[src/rtl/fb_mem_arbiter.sv]
// fb_mem_arbiter
//   Shares one single-port frame-buffer/data RAM between the VGA pixel fetch
//   and CPU loads/stores. The word for the next scan pixel is fetched one
//   pixel period ahead and presented, registered, for the whole following
//   period. Video reads always win the RAM; the CPU waits via req/ready.
// Ports
//   clk, reset                 clock; asynchronous active-low reset
//   pixel_en, x, y, vid_en     scan timing/position, video enable
//   pix_data, pix_valid        registered pixel word and in-image flag
//   cpu_req/we/addr/wdata      CPU request, held until cpu_ready
//   cpu_rdata, cpu_ready       load data and one-cycle completion pulse
//   mem_addr/we/wdata          RAM request (combinational from the grant)
//   mem_rdata                  RAM read data, one cycle after mem_addr
module fb_mem_arbiter #(
  parameter int unsigned H_ACTIVE = 640,
  parameter int unsigned V_ACTIVE = 480,
  parameter int unsigned RECT_X   = 120,
  parameter int unsigned RECT_Y   = 0,
  parameter int unsigned RECT_W   = 320,
  parameter int unsigned RECT_H   = 200,
  parameter int unsigned FB_BASE  = 0,
  parameter int unsigned ADDR_W   = 16
) (
  input  logic              clk,
  input  logic              reset,
  input  logic              pixel_en,
  input  logic [9:0]        x,
  input  logic [9:0]        y,
  input  logic              vid_en,
  output logic [31:0]       pix_data,
  output logic              pix_valid,
  input  logic              cpu_req,
  input  logic              cpu_we,
  input  logic [ADDR_W-1:0] cpu_addr,
  input  logic [31:0]       cpu_wdata,
  output logic [31:0]       cpu_rdata,
  output logic              cpu_ready,
  output logic [ADDR_W-1:0] mem_addr,
  output logic              mem_we,
  output logic [31:0]       mem_wdata,
  input  logic [31:0]       mem_rdata
);

  typedef enum logic {S_IDLE, S_WAIT} state_t;

  state_t              state_q, state_d;
  logic [ADDR_W-1:0]   addr_q;
  logic                we_q;
  logic [31:0]         rdata_q;
  logic                cap_q;
  logic [31:0]         fetch_q;
  logic                inbuf_q;

  logic [9:0]          nx, ny;
  logic [31:0]         off_x, off_y;
  logic                in_rect;
  logic [ADDR_W-1:0]   vid_addr;
  logic                vid_slot;
  logic                grant;

  // Next scan position, wrapping at line and frame end.
  always_comb begin
    nx = x + 10'd1;
    ny = y;
    if (x == 10'(H_ACTIVE - 1)) begin
      nx = '0;
      ny = (y == 10'(V_ACTIVE - 1)) ? '0 : y + 10'd1;
    end
  end

  // Unsigned offsets: positions left of/above the rectangle wrap to huge
  // values, so a single upper-bound compare covers both edges.
  assign off_x    = 32'(nx) - RECT_X;
  assign off_y    = 32'(ny) - RECT_Y;
  assign in_rect  = (off_x < RECT_W) && (off_y < RECT_H);
  assign vid_addr = ADDR_W'(FB_BASE + off_y * RECT_W + off_x);

  // Both request paths are gated by reset so the combinational RAM outputs
  // read as zero while reset is held.
  assign vid_slot = reset & pixel_en & vid_en & in_rect;
  // The capture cycle after a video slot only consumes mem_rdata; the
  // address port is free then, so the CPU may be granted in it.
  assign grant    = reset & (state_q == S_IDLE) & cpu_req & ~vid_slot;

  always_comb begin
    state_d   = state_q;
    mem_addr  = addr_q;
    mem_we    = 1'b0;
    mem_wdata = '0;
    if (vid_slot) begin
      mem_addr = vid_addr;
    end else if (grant) begin
      mem_addr  = cpu_addr;
      mem_we    = cpu_we;
      mem_wdata = cpu_wdata;
      state_d   = S_WAIT;
    end
    if (state_q == S_WAIT) state_d = S_IDLE;
  end

  assign cpu_ready = (state_q == S_WAIT);
  assign cpu_rdata = (cpu_ready && !we_q) ? mem_rdata : rdata_q;

  always_ff @(posedge clk or negedge reset) begin
    if (!reset) begin
      state_q   <= S_IDLE;
      addr_q    <= '0;
      we_q      <= 1'b0;
      rdata_q   <= '0;
      cap_q     <= 1'b0;
      fetch_q   <= '0;
      inbuf_q   <= 1'b0;
      pix_data  <= '0;
      pix_valid <= 1'b0;
    end else begin
      state_q <= state_d;
      addr_q  <= mem_addr;
      cap_q   <= vid_slot;
      if (grant) we_q <= cpu_we;
      if (cpu_ready && !we_q) rdata_q <= mem_rdata;
      if (pixel_en && !vid_slot) inbuf_q <= 1'b0;
      if (cap_q) begin
        fetch_q <= mem_rdata;
        inbuf_q <= 1'b1;
      end
      if (pixel_en) begin
        pix_data  <= fetch_q;
        pix_valid <= inbuf_q & vid_en;
      end
    end
  end

endmodule

[config.mk]
export PLATFORM = sky130hd
export DESIGN_NAME = fb_mem_arbiter
export DESIGN_NICKNAME = d
export VERILOG_FILES = /design/src/rtl/fb_mem_arbiter.sv
export SDC_FILE = /design/constraint.sdc
export NUM_CORES = 1
export LEC_CHECK = 0
export ABC_CLOCK_PERIOD_IN_PS = 10450
export CORE_UTILIZATION = 45
export CTS_CLUSTER_SIZE = 25
export DETAILED_ROUTE_END_ITERATION = 10
export DONT_BUFFER_PORTS = 1
export SYNTH_ARGS = -nofsm -noshare
export SYNTH_HDL_FRONTEND = slang
export SYNTH_SLANG_ARGS = --single-unit
[constraint.sdc]
create_clock -name clk -period 10.45 [get_ports clk]
set_input_delay 3.135 -clock clk [delete_from_list [all_inputs] [get_ports clk]]
set_output_delay 3.135 -clock clk [all_outputs]
set_load 0.01 [all_outputs]
# After elaboration in Yosys (flattened, before gate mapping)
# Index checks and enable logic that the tools add are counted.
dict set report totals {
  inputBits 106
  output_inout_bits 115
  reg_bits 117
  wordCells 48
}
dict set report op_classes {
  n_eq_ne 2
  bitwise_logic 9
  n_mul 1
  magnitude_cmp 2
  addsub 4
  muxes 15
  n_reduce_logical 6
}
# operator count
set ops {}
lappend ops {{$mux 32} 3}
lappend ops {{$lt 32x9->1 const B} 1}
lappend ops {{$mux 16} 2}
lappend ops {{$mux 10} 3}
lappend ops {{$add 10x1->10 const B} 2}
lappend ops {{$add 16x11->16} 1}
lappend ops {{$sub 10x7->11 const B} 1}
lappend ops {{$eq 10x10->1 const B} 1}
lappend ops {{$eq 10x9->1 const B} 1}
lappend ops {{$lt 10x8->1 const B} 1}
lappend ops {{$mul 10x3->10 const B} 1}
lappend ops {{$and 1x1->1} 7}
lappend ops {{$mux 1} 7}
lappend ops {{$logic_and 1x1->1} 3}
lappend ops {{$logic_not 1->1} 2}
lappend ops {{$not 1->1} 2}
lappend ops {{$reduce_bool 2->1} 1}

# Depth between registers and ports, before layout
dict set report logic_depth {
  ltp_word 11
  depth_mapped 18
  ltp_nobuf 17
}

# Worst setup path after synthesis
# No wires, ideal clock.
dict set report synth_timing {
  path_type {in2out}
  startpoint {input x[3]}
  endpoint {output mem_addr[15]}
  t_arrival_ns 6.771
  path_slack_ns 0.544
  stages 17
  required_ns 7.315
  path_buffers 2
  path_cell_list {buf_2 -> nand4_1 -> buf_2 -> or4_1 -> or3_1 -> a21oi_1 -> ha_1 -> ha_1 -> a21oi_1 -> o21bai_1 -> a21oi_1 -> xnor2_1 -> ha_1 -> a21o_1 -> a31oi_1 -> xor2_1 -> o21ai_0}
}
dict set report synth_between {
  elab_chain_len 10
  elab_cells_between_ends 15
  classes_between {add/sub: 3; mul: 1; order compare: 2; eq/ne: 1; mux: 4; bitwise: 3; reduce/logical: 1}
}
# item line
set synth_rtl {}
lappend synth_rtl {{from (decl)} 27} ;# input logic [9:0] x,
lappend synth_rtl {{$add 10x1->10 / $eq 10x10->1 (equally long branches)} {63, 65}}
lappend synth_rtl {{$mux 10} 65} ;# if (x == 10'(H_ACTIVE - 1)) begin
lappend synth_rtl {{$sub 10x7->11} 73} ;# assign off_x = 32'(nx) - RECT_X;
lappend synth_rtl {{$lt 32x9->1} 75} ;# assign in_rect = (off_x < RECT_W) && (off_y < RECT_H);
lappend synth_rtl {{$logic_and 1x1->1} 75}
lappend synth_rtl {{$and 1x1->1} 80} ;# assign vid_slot = reset & pixel_en & vid_en & in_rect;
lappend synth_rtl {{$not 1->1} 83} ;# assign grant = reset & (state_q == S_IDLE) & cpu_req & ~vid_slot;
lappend synth_rtl {{$and 1x1->1} 83}
lappend synth_rtl {{$mux 16} 92} ;# end else if (grant) begin
lappend synth_rtl {{$mux 16 (*)} 90} ;# if (vid_slot) begin
lappend synth_rtl {{to (decl)} 38} ;# output logic [ADDR_W-1:0] mem_addr,
# Mark *: on every way between the ends. The rest lies on a longest branch, timed or not.

# Worst setup path in the final report
dict set report layout_timing {
  startpoint {input x[0]}
  endpoint {output mem_addr[15]}
}
# Same word-level chain as after synthesis.

==> key figures <==
Placed design
  – GPL Wtd Cong: 0.884
  – Dpl hpwl: 10.7 mm
  – Placement Cell Area: 0.00638 sq mm
  – PortBufs: 0

Power
  – Switch share: 27.6%
  – Pwr dens: 218 mW/mm^2
  – Internal power: 0.00111 W
  – Peak supply drop: 0.101 mV
  – Seq pwr share: 41.2%
  – Clock power frac: 40.8%
  – Comb pwr share: 18.0%
  – Psw: 0.000422 W
  – Leakage: 3.23 nW

Timing
  – Final Critical Period: 10170 ps
  – Fin crit share: 97.3%
  – Slew HR: 39.2%
  – Hold Vio Cnt, Final: 0
  – RSZ-0062 raised after global routing: false
  – Fmax achieved: 0.0983 GHz
  – Final TNS setup: 0 ps
  – Final Max Tran Viols: 0
  – Clk_skew: 11.7 ps
  – Worst-Margin Slew: 912 ps
  – Final setup viols: 0

Drt
  – DRT antenna net count: 0
  – Drt drc: 0
  – First DRT Iteration DRCs: 189
  – DR pass1 iterations: 5
  – Via count of the routed design: 4242
  – Vias per cell: 5.86
  – Mean routed wirelength per cell: 20.0 microns
  – Total Wirelength: 14.5 mm

Critical path
  – Critical Path Source: x[0]
  – RR Startpoint: cpu_ready$_DFF_PN0_
  – CP Max Fanout: 9
  – Crit path kind: in -> out
  – Critical Path, Cell by Cell: ha_1 -> nand2_1 -> or4_1 -> or3_1 -> a21oi_1 -> ha_1 -> ha_1 -> a21oi_1 -> o21bai_1 -> a21oi_1 -> xnor2_1 -> ha_1 -> a21o_1 -> a31oi_1 -> xor2_1 -> o21ai_0 -> buf_4
  – Cells on worst reg2reg path: 4
  – CP top delay family: compound AO/OA/AOI/OAI gates
  – Crit path largest cell delay: 640 ps
  – Critical Path Start Type: input port
  – WP data required: 7320 ps
  – Worst Path Arrival: 7030 ps
  – Critical Path Stages: 17
  – Element type at the critical path end: primary output
  – Cell mode on critical path: ha_1
  – Worst path bufs/invs: 1
  – Slowest-stage cell, CP: or4_1

Synthesis
  – Synth Area in XOR/XNOR: 4.16%
  – Post-synth top flop: dfrtp_1
  – Mux share of post-synthesis cell area: 21.1%
  – Synthesis-stage register bit count: 117
  – Netlist Area Pre-Place: 0.00622 sq mm
  – Yosys cell types: 51
  – Top post-synthesis cells by area: dfrtp_1 47%, mux2_2 19%, ha_1 5.0%, and2_1 3.4%, xnor2_1 2.4%
  – Main combinational cell family by area after synthesis: multiplexers
  – Yosys warnings: 0
  – Mapped Cells: 535
  – Synth Area in Adders: 5.67%
  – Post-synth net total: 668
  – Synth area leader: dfrtp_1
  – Simple-gate share of the synthesized area: 10.7%
  – Top-count cell post-synth: dfrtp_1
  – Area share of the largest cell type after synthesis: 47.1%
  – Synth Area per Inst: 11.6 sq um
  – Synth top cells by count: 117 x dfrtp_1, 103 x mux2_2, 34 x and2_1
  – Post-synthesis compound-gate area fraction: 8.15%
  – Post-synth EDFFs: 0
  – Sequential-to-total area share from yosys stat: 47.1%
  – FFs w/ async S/R, synth: 100%

Clocking
  – H-tree levels: 4
  – Clock tree buffer depth: 2
  – CTS sink cnt: 117
  – Clk pin slew, worst setup/hold paths: 50 ps
  – Setup bufs post-CTS: 0
  – CTS tree: yes
  – Clock Latency Late Sink: 420 ps
  – Post-CTS sizing: 0
  – Root buffer cell: clkbuf_16
  – CTS Buf Count: 17
  – CTS hold repair buffers: 0

Run status
  – Status: completed

Global routing
  – Initial antenna violation count: 0
  – GR Util All Layers: 21.0%
  – Number of global-route vias before repair: 4275
  – Largest net degree at the start of global routing: 120
  – First-pass GRT wire length: 22.7 mm
  – Remaining global-route overflow: 0

Die
  – Initial Util: 46.6%
  – Die ar.: 0.0143 sq mm
  – Die Span X: 120 microns
  – Area of the core: 0.0133 sq mm
  – Row count: 42
  – Die height: 120 microns
  – Ports: 221

Cells and area
  – Cell area after layout: 0.00702 sq mm
  – Synthesis-to-finish area growth: 12.9%
  – # nets final: 668
  – Share of layout cells above drive strength 1: 27.0%
  – Antenna diodes: 0

Worst hold path
  – Hold wc startpoint: inbuf_q$_DFFE_PN0P_
  – Hold depth: 1
  – HP Class: reg -> reg

Run
  – Max_cap viols: 0
cell type report:
| cell class | instances | area [sq um] |
|---|---|---|
| clock buffers | 19 | 443 |
| flip-flops and latches | 117 | 2930 |
| clock inverters | 13 | 198 |
| repair buffers | 11 | 82.6 |
| fillers | 1160 | 6330 |
| multi-input cells | 374 | 3100 |
| inverters | 14 | 52.6 |
| well taps | 176 | 220 |
state kept, by name, indices dropped and copies added (netlist names):
register   count
inbuf_q        1
pix_valid      1
rdata_q       32
cap_q          1
fetch_q       32
addr_q        16
cpu_ready      1
we_q           1
pix_data      32
worst paths after layout:
path / endpoint / slack (ps)
max in group asynchronous: addr_q[8]$_DFF_PN0_ / 7900
worst min-delay path: inbuf_q$_DFFE_PN0P_ / 480
worst max-delay path: mem_addr[15] / 280
worst max register to register: we_q$_DFFE_PN0P_ / 8700
worst min register to register: inbuf_q$_DFFE_PN0P_ / 480
min in group asynchronous: addr_q[1]$_DFF_PN0_ / 2410
stage by stage:
| step | std cells | setup slack [ps] | hold WS (ps) | util [%] | total power (W) |
|---|---|---|---|---|---|
| floorplan | 535 | 544 | 450 | - | 0.000857 |
| global placement | 692 | 276 | 460 | 47.8 | 0.000903 |
| detailed placement | 692 | 211 | 473 | 47.8 | 0.000918 |
| CTS | 724 | 205 | 483 | 52.6 | 0.00155 |
| global route | 724 | 29.1 | 510 | 52.6 | 0.00160 |
| finish | 724 | 281 | 480 | 52.6 | 0.00153 |
placed cells by master (no fill, tap or decap), drive strengths merged, types with 4 or more instances in the layout:
cell     instances
nor2            18
a31oi            9
and2            34
inv             16
clkinv           4
xor2            10
nand2           24
o21bai           4
nor3             9
ha              25
clkbuf          19
o21ai           10
nor4             5
or3              4
a21oi           27
a21o             9
bufinv           4
dfrtp          117
mux2i           14
nand3           10
a2111oi          4
buf             11
xnor2           17
mux2           104
layer usage:
metal	wire length, microns	GRT usage (%)
met2	6970	33.8
met5	0	0
met4	238	6.80
met1	6000	25.5
met3	1290	8.65
logic make-up after synthesis:
| logic type | after synthesis |
|---|---|
| multiplexers | 118 |
| AND/OR/NAND/NOR | 122 |
| XOR/XNOR | 28 |
| buffers and inverters | 44 |
| AO/OA/AOI/OAI | 79 |
| flip-flops | 117 |
| adder cells (fa/ha/maj) | 27 |
power by group through the flow:
stage	clock network (W)	logic [W]	registers, W
floorplan	0	0.000237	0.000620
global placement	0	0.000268	0.000635
detailed placement	0	0.000278	0.000641
CTS	0.000637	0.000279	0.000633
global route	0.000658	0.000301	0.000645
finish	0.000624	0.000275	0.000631
No activity file was read; power rests on OpenSTA's default activity.
